<file path="src/rtl/pc_unit.sv">
// PC register and next-PC selection for the single-cycle MIPS datapath.
// Adds stall, halt, one-level interrupt with EPC/ERET and an update counter.
module pc_unit #(
  parameter int unsigned ADDR_BITS = 32,
  parameter logic [ADDR_BITS-1:0] RESET_VECTOR = ADDR_BITS'(32'h0000_0000),
  parameter logic [ADDR_BITS-1:0] IRQ_VECTOR = ADDR_BITS'(32'h0000_0800),
  parameter int unsigned CNT_BITS = 32
) (
  input  logic                 clk,
  input  logic                 rst,
  input  logic                 stall,
  input  logic                 pcsel,
  input  logic                 Jmp,
  input  logic                 Jr,
  input  logic                 halt,
  input  logic                 irq,
  input  logic                 eret,
  input  logic [15:0]          imm_16,
  input  logic [25:0]          imm_26,
  input  logic [ADDR_BITS-1:0] regfile_out1,
  output logic [ADDR_BITS-1:0] pc,
  output logic [ADDR_BITS-1:0] pc_plus4,
  output logic [ADDR_BITS-1:0] epc,
  output logic                 halted,
  output logic                 in_isr,
  output logic                 redirect,
  output logic [CNT_BITS-1:0]  upd_cnt
);

  localparam logic [1:0] S_RUN  = 2'd0;
  localparam logic [1:0] S_ISR  = 2'd1;
  localparam logic [1:0] S_HALT = 2'd2;

  localparam logic [ADDR_BITS-1:0] LO_MASK =
    ADDR_BITS'(28'hfff_ffff);

  logic [1:0]           state;
  logic [ADDR_BITS-1:0] br_t;
  logic [ADDR_BITS-1:0] j_t;
  logic [ADDR_BITS-1:0] nxt;
  logic                 nxt_jump;
  logic [CNT_BITS-1:0]  cnt_inc;

  assign pc_plus4 = pc + ADDR_BITS'(4);
  assign br_t = pc_plus4
              + ADDR_BITS'($signed({imm_16, 2'b00}));
  // Jump keeps the region bits above 28 from pc_plus4
  assign j_t = (pc_plus4 & ~LO_MASK)
             | ADDR_BITS'({imm_26, 2'b00});

  always_comb begin
    nxt      = pc_plus4;
    nxt_jump = 1'b1;
    priority case (1'b1)
      Jr:      nxt = regfile_out1;
      Jmp:     nxt = j_t;
      pcsel:   nxt = br_t;
      default: nxt_jump = 1'b0;
    endcase
  end

  assign cnt_inc = (&upd_cnt) ? upd_cnt
                 : upd_cnt + CNT_BITS'(1);

  assign halted = (state == S_HALT);
  assign in_isr = (state == S_ISR);

  always_ff @(posedge clk) begin
    if (rst) begin
      pc       <= RESET_VECTOR;
      epc      <= '0;
      state    <= S_RUN;
      redirect <= 1'b0;
      upd_cnt  <= '0;
    end else if (state == S_HALT) begin
      pc <= pc;
    end else if (stall) begin
      redirect <= 1'b0;
    end else if (halt) begin
      state    <= S_HALT;
      redirect <= 1'b0;
    end else if (irq && state == S_RUN) begin
      epc      <= nxt;
      pc       <= IRQ_VECTOR;
      state    <= S_ISR;
      redirect <= 1'b1;
      upd_cnt  <= cnt_inc;
    end else if (eret && state == S_ISR) begin
      pc       <= epc;
      state    <= S_RUN;
      redirect <= 1'b1;
      upd_cnt  <= cnt_inc;
    end else begin
      pc       <= nxt;
      redirect <= nxt_jump;
      upd_cnt  <= cnt_inc;
    end
  end

endmodule
</file>
<file path="config.mk">
export PLATFORM = sky130hd
export DESIGN_NAME = pc_unit
export DESIGN_NICKNAME = d
export VERILOG_FILES = /design/src/rtl/pc_unit.sv
export SDC_FILE = /design/constraint.sdc
export NUM_CORES = 1
export LEC_CHECK = 0
export BUFFER_PORTS_ARGS = -buffer_cell sky130_fd_sc_hd__buf_4
export CORE_MARGIN = 2
export CORE_UTILIZATION = 48
export CTS_BUF_LIST = sky130_fd_sc_hd__clkbuf_16
export CTS_CLUSTER_DIAMETER = 200
export DETAILED_ROUTE_END_ITERATION = 7
export MAX_ROUTING_LAYER = met4
export PLACE_DENSITY_LB_ADDON = 0.2
export SYNTH_ARGS = -nofsm -noshare
export SYNTH_HDL_FRONTEND = slang
export SYNTH_SLANG_ARGS = --single-unit
</file>
<file path="constraint.sdc">
create_clock -name clk -period 3.7 [get_ports clk]
set_input_delay 0.74 -clock clk [delete_from_list [all_inputs] [get_ports clk]]
set_output_delay 0.74 -clock clk [all_outputs]
set_load 0.02 [all_outputs]
</file>
=== Word level (Yosys, flattened, before mapping) ===
Cells that the tools add are included.

* Multiplexer cells: 15
* Eq/ne operators: 2
* Add/sub/neg operators: 3
* Reductions and logical operators: 9
* Bitwise gates (word level): 5

{| class="wikitable"
|+ Operators with widths
! kind !! number
|-
| $mux W32 || 5
|-
| $add A32 B1 Y32 const B || 1
|-
| $add A32 B3 Y32 const B || 1
|-
| $add A32 B32 Y32 || 1
|-
| $or A32 B28 Y32 || 1
|-
| $reduce_and A32 Y1 || 1
|-
| $reduce_and A4 Y1 || 2
|-
| $mux W1 || 7
|-
| $mux W2 || 3
|-
| $reduce_and A3 Y1 || 2
|-
| $not A1 Y1 || 4
|-
| $reduce_bool A3 Y1 || 1
|-
| $eq A2 B1 Y1 const B || 1
|-
| $eq A2 B2 Y1 const B || 1
|-
| $logic_and A1 B1 Y1 || 2
|-
| $logic_not A2 Y1 || 1
|}

* Input bits: 83
* Register bits after elaboration: 99
* Logic and storage cells: 39
* Output and inout bits: 131

=== Logic depth before layout (Yosys ltp) ===
Gate-level depths: netlist (run 1).

* Word-level depth: 7
* Depth in mapped cells: 17

=== Least setup slack after synthesis (run 1) ===
Ideal clock, no wire load.

* Path kind: reg-to-reg
* Start point: reg pc[2]
* End point: reg pc[22]
* Cell stages (with the launch flop): 17
* Setup time: 0.067 ns
* Path slack: -0.339 ns
* Arrival: 3.972 ns
* Buffers on the path: 1
* Cell sequence: dfxtp_1 ha_1 nand3_1 nor2_1 nand3_1 xnor2_1 ha_1 buf_2 and3_1 nand2_1 nor3_1 a32o_1 o31a_1 o31a_1 or3_1 a31o_1 o21ai_2

* Cells in the longest elaborated chain, start to end: 7

{| class="wikitable"
|+ RTL lines
! item !! line !! RTL
|-
| from (decl) || 21 || <nowiki>output logic [ADDR_BITS-1:0] pc,</nowiki>
|-
| from (signal assigned) || 76 || <nowiki>pc <= pc;</nowiki>
|-
| from (signal assigned) || 89 || <nowiki>pc <= epc;</nowiki>
|-
| from (signal assigned) || 94 || <nowiki>pc <= nxt;</nowiki>
|-
| $add A32 B3 Y32 || 44 || <nowiki>assign pc_plus4 = pc + ADDR_BITS'(4);</nowiki>
|-
| via pc_plus4[20] || 22 || <nowiki>output logic [ADDR_BITS-1:0] pc_plus4,</nowiki>
|-
| $add A32 B32 Y32 || 46 || <nowiki>+ ADDR_BITS'($signed({imm_16, 2'b00}));</nowiki>
|-
| $mux W32 (3 in series) || 54 || <nowiki>priority case (1'b1)</nowiki>
|-
| $mux W32 || 88 || <nowiki>end else if (eret && state == S_ISR) begin</nowiki>
|-
| $mux W32 || 82 || <nowiki>end else if (irq && state == S_RUN) begin</nowiki>
|}

The timed path passes the listed nets, and every way through them passes these cells.
A chain may end at the register's enable or synchronous reset.

=== Final worst setup path (run 1) ===
* Start point: reg pc[2]
* End point: reg pc[22]

* Cells in the longest elaborated chain, start to end: 7

{| class="wikitable"
|+ RTL lines
! item !! line
|-
| $add A32 B3 Y32 * || 44
|-
| $add A32 B32 Y32 || 46
|-
| $mux W32 * (3 in series) || 54
|-
| $mux W32 * || 88
|-
| $mux W32 * || 82
|}

Every way passes the cells marked *; elsewhere a longest branch is shown, timed or not.

==> summary.md, run 1 <==
| Metric | Value |
|---|---|
| Status | finished, final reports clean |
| Cell family with most CP delay | compound AO/OA/AOI/OAI gates |
| FILL cells | 1,272 |
| PwrDens | 293 nW/um^2 |
| Initial Utilization | 49.2% |
| Hold Slack | 0.482 ns |
| Initial antenna violation count | 0 |
| Placer Congestion | 1.06 |
| Vias in the first global route | 7,714 |
| Placed cells | 1,395 |
| Detailed placer's ending HPWL | 21.8 mm |
| Register area | 1990 um^2 |
| P_leak | 4.72 nW |
| Fin crit share | 97.7% |
| DRT antenna net count | 0 |
| Largest area contributor in the netlist | dfxtp_1 |
| Synth top area cells | dfxtp_1 (28%), nor2_1 (7.2%), ha_1 (6.3%) |
| Die area | 15,900 um^2 |
| Worst slew margin | 52.1% |
| Synth Area in Adders | 6.58% |
| Simple-Gate Fraction of Synth Area | 25.8% |
| EDFF count, synth | 0 |
| Share of the synthesized area in the top cell type | 27.7% |
| DRT iter0 DRCs | 936 |
| Post-synthesis mux area share | 2.12% |
| Critical Path Sink Type | flip-flop |
| Post-CTS Hold Fix Bufs | 0 |
| First-pass DRT Iterations | 5 |
| Clock buffer count from CTS | 9 |
| Clock transition at path regs | 0.07 ns |
| RSZ-0062 raised after global routing | true |
| Max-Cap Viols | 0 |
| Critical-path cell list | ha_1, nand3_2, buf_4, xnor2_1, ha_1, a21o_1, a211oi_2, a21oi_1, and2_4, o31a_1, o31a_1, or3_4, a31o_1, o21ai_2 |
| Core area | 14,500 um^2 |
| Synth Area in Compound Gates | 24.9% |
| Site Rows | 44 |
| Max incr delay on CP | 0.39 ns |
| Grt total ovfl | 0 |
| Nets | 1,348 |
| Port Buffers | 213 |
| Syn Inst Count | 955 |
| DP Area | 9570 um^2 |
| Root Driver | clkbuf_16 |
| Setup Crit Path Kind | reg -> reg |
| Clock skew after layout | 0.00550 ns |
| HP Class | reg -> reg |
| Ports | 214 |
| Most frequent cells in the layout | buf_4 (311), nor2_1 (131), nand2_1 (98) |
| Netlist cell types | 70 |
| CP Data Arrival Time | 3.89 ns |
| PnR worst setup slack | 0.0845 ns |
| Final Critical Period | 3.62 ns |
| DRC viols | 0 |
| TritonCTS sink count | 99 |
| Setup crit start kind | flip-flop |
| Ys Warns | 0 |
| Slowest library cell on the worst path | or3_4 |
| Design area | 10,100 um^2 |
| ANT cells | 0 |
| Slew @ Worst Pin | 0.719 ns |
| Max Transition Viols Final | 0 |
| Drt via density | 5.93 |
| Routed len/inst | 19.4 um |
| Largest net degree at the start of global routing | 44 |
| Final Non-Filler Cells | 1,417 |
| Final Hold Fails | 0 |
| WL final | 27.5 mm |
| Area Growth Syn to Fin | 41.4% |
| Setup Viol. Count Final | 0 |
| Main combinational cell family by area after synthesis | simple AND/OR/NAND/NOR gates |
| Most common library cell in the layout ignoring fill and taps | buf_4 |
| Post-Syn Area per Cell | 7.49 um^2 |
| Clk Latency, worst-skew pair | 0.34 ns |
| Via count | 8,397 |
| IR drop worst, VDD | 0.282 mV |
| Post-synthesis net count | 1,075 |
| Fmax | 0.277 GHz |
| Post-synthesis cell area | 7150 um^2 |
| Setup Slack @ Placement | -0.0330 ns |
| Synth async-reset ratio | 0% |
| # H-tree levels | 3 |
| Die Width | 126 um |
| CTS tree | done |
| Pwr Total | 2.97 mW |
| Xor-xnor portion of the synthesized cell area | 8.69% |
| Worst EP required | 3.97 ns |
| Die height | 126 um |
| Area of the multi-input gates | 5160 um^2 |
| Share of post-route cells with drive strength above 1 | 32.4% |
| CP max FO | 3 |
| Synthesized flop and latch total | 99 |
| First-pass GRT wire length | 42.3 mm |
| Total GRT Usage | 34.3% |
| Seq/Total Area, Yosys | 27.7% |
| Most common flop cell mapped by yosys | dfxtp_1 |
| CP Buf/Inv Count | 1 |
| Clock Path Buffers | 2 |
cell families after synthesis:
kind of cell | after synthesis
buf+inv | 70
xor+xnor | 71
compound gates | 268
mux | 15
simple gates | 395
flops | 99
fa+ha+maj | 37
layer usage:
layer | GRT usage, % | part of all wire (%) | wire length [um] | vias to the layer above
met1 | 47.7 | 45 | 12300 | 3923
met3 | 4.55 | 8.8 | 2410 | 57
met2 | 52.1 | 44 | 12000 | 415
met4 | 10.1 | 2.7 | 751 | 0
met5 | - | 0 | 0 | -
li1 | - | - | - | 4002
worst reg2reg max path, cell delays in order (launching register included):
cell,delay [ns]
dfxtp_2,0.33
ha_1,0.20
nand3_2,0.14
buf_4,0.17
xnor2_1,0.32
ha_1,0.32
a21o_1,0.19
a211oi_2,0.30
a21oi_1,0.14
and2_4,0.18
o31a_1,0.28
o31a_1,0.27
or3_4,0.39
a31o_1,0.22
o21ai_2,0.10
power breakdown:
part           internal, mW  total (mW)  switching [mW]  leakage, nW
sequential             1.10        1.14          0.0350        0.807
combinational         0.363       0.841           0.478         3.76
clock                 0.591       0.991           0.400        0.153
metrics by stage:
stage	utilization [%]	TNS, ns
finish	69.6	0
detailed placement	65.9	-0.0368
floorplan	-	-0.0216
CTS	68.2	0
global placement	65.9	0
global route	69.6	-0.216
sequential cells by signal (all words and copies together) (netlist names):
register  flops
epc          32
pc           32
redirect      1
state         2
upd_cnt      32
synthesized netlist by cell type (all sizes together), types with 5 or more instances:
| library cell | count |
|---|---|
| xnor2 | 27 |
| nand3 | 37 |
| o21ai | 50 |
| and4 | 6 |
| o31ai | 5 |
| buf | 13 |
| inv | 19 |
| and2 | 5 |
| nor2b | 9 |
| and3 | 20 |
| a21oi | 69 |
| nor2 | 137 |
| xor2 | 44 |
| o211ai | 7 |
| or3 | 9 |
| a32oi | 8 |
| dfxtp | 99 |
| a21o | 25 |
| nand2 | 99 |
| ha | 36 |
| clkbuf | 37 |
| mux2i | 14 |
| a211oi | 26 |
| o221ai | 5 |
| nor3 | 30 |
| o22ai | 9 |
| nand2b | 6 |
| o21a | 13 |
| a22oi | 5 |
| nand4 | 21 |
| o21bai | 5 |
worst paths after layout:
path                start       to  slack (ns)  cells after the start
hold / removal    epc[15]  epc[15]        0.48                      2
hold reg to reg   epc[15]  epc[15]        0.48                      2
setup / recovery    pc[2]   pc[22]        0.08                     14
setup reg to reg    pc[2]   pc[22]        0.08                     14
area by class of cell:
cell class,instances,share of cell area (%)
multi-input combinational,786,51.0
clock buffer,9,2.23
timing repair buffer,312,23.2
inverter,20,0.742
sequential,99,19.7
clock inverter,7,0.915
tap,184,2.27
what timing repair did:
| item | in CTS | in global routing |
|---|---|---|
| setup endpoints to repair | 5 | 21 |
| setup buffers | 0 | 6 |
| gates resized for setup | 3 | 40 |
| pin swaps | 0 | 14 |
Power figures use the tool's default switching activity.
==> run 2: changes to the inputs <==
==> constraint.sdc (replaced) <==
create_clock -name clk -period 3.1 [get_ports clk]
set_input_delay 0.62 -clock clk [delete_from_list [all_inputs] [get_ports clk]]
set_output_delay 0.62 -clock clk [all_outputs]
set_load 0.02 [all_outputs]
==> summary.md, run 2 (same netlist as run 1, synthesis figures left out) <==
| Metric | Value |
|---|---|
| Setup crit start kind | flip-flop |
| Most frequent cells in the layout | buf_4 (404), nor2_1 (121), nand2_1 (95) |
| Final Hold Fails | 0 (unchanged) |
| Post-route setup TNS | -4.51 ns (-4.51 ns) |
| Cell count of the worst hold path | 2 (unchanged) |
| TritonCTS sink count | 99 (unchanged) |
| Nets | 1,458 (+8.2%) |
| RSZ-0062 raised after global routing | true |
| Grt total ovfl | 0 (unchanged) |
| Clock buffer count from CTS | 9 (unchanged) |
| First-pass DRT Iterations | 6 (+1) |
| Site Rows | 44 (unchanged) |
| WL final | 30.3 mm (+10%) |
| Post-CTS Hold Fix Bufs | 0 (unchanged) |
| Die area | 15,900 um^2 (unchanged) |
| Max Transition Viols Final | 0 (unchanged) |
| Via count | 9,093 (+8.3%) |
| Status | finished with violations |
| DRT iter0 DRCs | 1,004 (+7.3%) |
| Largest registers | epc (32), pc (32), upd_cnt (32) |
| Vias in the first global route | 8,595 (+11%) |
| Core area | 14,500 um^2 (unchanged) |
| Area Growth Syn to Fin | 65.3% |
| Most common library cell in the layout ignoring fill and taps | buf_4 |
| Hold Slack | 0.485 ns (+0.00237 ns) |
| CP Data Arrival Time | 3.62 ns (-0.27 ns) |
| Initial Utilization | 49.2% (unchanged) |
| Share of post-route cells with drive strength above 1 | 45.3% (+13 points) |
| DP Area | 10,600 um^2 (+10%) |
| PnR worst setup slack | -0.294 ns (-0.379 ns) |
| DRT antenna net count | 0 (unchanged) |
| # H-tree levels | 3 (unchanged) |
| Worst slew margin | 48.1% (-4.0 points) |
| DRC viols | 0 (unchanged) |
| Final Critical Period | 3.39 ns (-0.221 ns) |
| Worst reg2reg path depth | 16 (+2) |
| Die Width | 126 um (unchanged) |
| Final core utilization | 81.4% (+12 points) |
| CP max FO | 6 (+3) |
| Setup Viol. Count Final | 31 (+31) |
| Clock transition at path regs | 0.07 ns (about the same) |
| Clock Path Buffers | 2 (unchanged) |
| Port Buffers | 213 (unchanged) |
| Max-Cap Viols | 0 (unchanged) |
| Total GRT Usage | 37.2% (+3.0 points) |
| Worst EP required | 3.32 ns (-0.65 ns) |
| Slew @ Worst Pin | 0.779 ns (+0.0601 ns) |
| Critical Path Sink Type | flip-flop |
| Pwr Total | 3.71 mW (+25%) |
| IR drop worst, VDD | 0.422 mV (+49%) |
| Placer Congestion | 0.975 (-8.0%) |
| Failing checks | setup timing |
| Ports | 214 (unchanged) |
| Fin crit share | 109% (+12 points) |
| CTS tree | done |
| Largest net degree at the start of global routing | 47 (+6.8%) |
| Detailed placer's ending HPWL | 22.7 mm (+4.5%) |
| PwrDens | 314 nW/um^2 (+7.0%) |
| Root Driver | clkbuf_16 |
| P_leak | 5.42 nW (+15%) |
| Initial antenna violation count | 0 (unchanged) |
| ANT cells | 0 (unchanged) |
| Setup Crit Path Kind | reg -> reg |
| FILL cells | 984 (-23%) |
| First-pass GRT wire length | 45.8 mm (+8.2%) |
| Drt via density | 5.95 (+0.49%) |
| HP Class | reg -> reg |
| Fmax | 0.295 GHz (+6.5%) |
| Clock skew after layout | 0.0105 ns (+0.00496 ns) |
| Die height | 126 um (unchanged) |
| Design area | 11,800 um^2 (+17%) |
| Routed len/inst | 19.8 um (+2.2%) |
| Clk Latency, worst-skew pair | 0.35 ns (about the same) |
run 2: cell count changes in the layout (fill, tap and decap cells not counted), moves of 6 or more:
cell and delta:
nand3_1 -6, nor2_1 -10, a21oi_2 +7, dfxtp_1 -13, dfxtp_4 +9, nor2_4 +8, buf_4 +93, a21oi_1 -11
ha_4 +13, ha_1 -11, o21ai_0 -8, buf_6 +16
run 2: what timing repair did:
action / CTS / global route
endpoints found under the setup margin: 34 / 48
setup buffers: 26 / 9
pin swaps: 77 / 42
resized for setup: 71 / 76
run 2: layout make-up:
cell class / count / area [um^2] / share of cell area (%)
tap: 184 / 230 / 1.95
clock buffer: 9 / 225 / 1.90
multi-input combinational: 786 / 5950 / 50.3
inverter: 20 / 77.6 / 0.656
sequential: 99 / 2030 / 17.2
timing repair buffer: 422 / 3240 / 27.4
clock inverter: 7 / 66.3 / 0.561
run 2: through the flow:
stage	instances	setup slack (ns)
4_1_cts	1519	-0.250
2_1_floorplan	955	-0.407
5_1_grt	1527	-0.463
3_3_place_gp	1482	-0.270
6_report	1527	-0.294
3_5_place_dp	1482	-0.335
run 2: report_power, final:
part | switching [mW] | total, mW | leakage [nW] | internal (mW)
Combinational | 0.675 | 1.25 | 4.46 | 0.573
Sequential | 0.0368 | 1.35 | 0.815 | 1.31
Clock | 0.491 | 1.11 | 0.145 | 0.624
run 2: worst paths after layout:
path	start	end	slack, ns
worst min-delay path	epc[15]	epc[15]	0.48
worst min register to register	epc[15]	epc[15]	0.48
worst max-delay path	pc[3]	pc[27]	-0.29
worst max register to register	pc[3]	pc[27]	-0.29
run 2: routing by layer:
metal	vias up	part of all wire (%)	GRT usage, %
met1	4242	41	49.8
met3	76	11	7.43
li1	4236	-	-
met5	-	0	-
met2	539	45	56.6
met4	0	2.8	12.3
run 2: worst max-delay path, stage by stage (launching register included):
cell     delay [ns]
dfxtp_4        0.37
ha_4           0.15
nand3_4        0.09
nor2_4         0.17
nand4_1        0.16
xnor2_2        0.17
ha_1           0.32
buf_4          0.18
nand2_1        0.12
o21ai_2        0.11
a31o_2         0.29
or4_4          0.48
a21oi_2        0.16
o41ai_2        0.09
buf_4          0.15
mux2i_1        0.16
o21ai_1        0.11
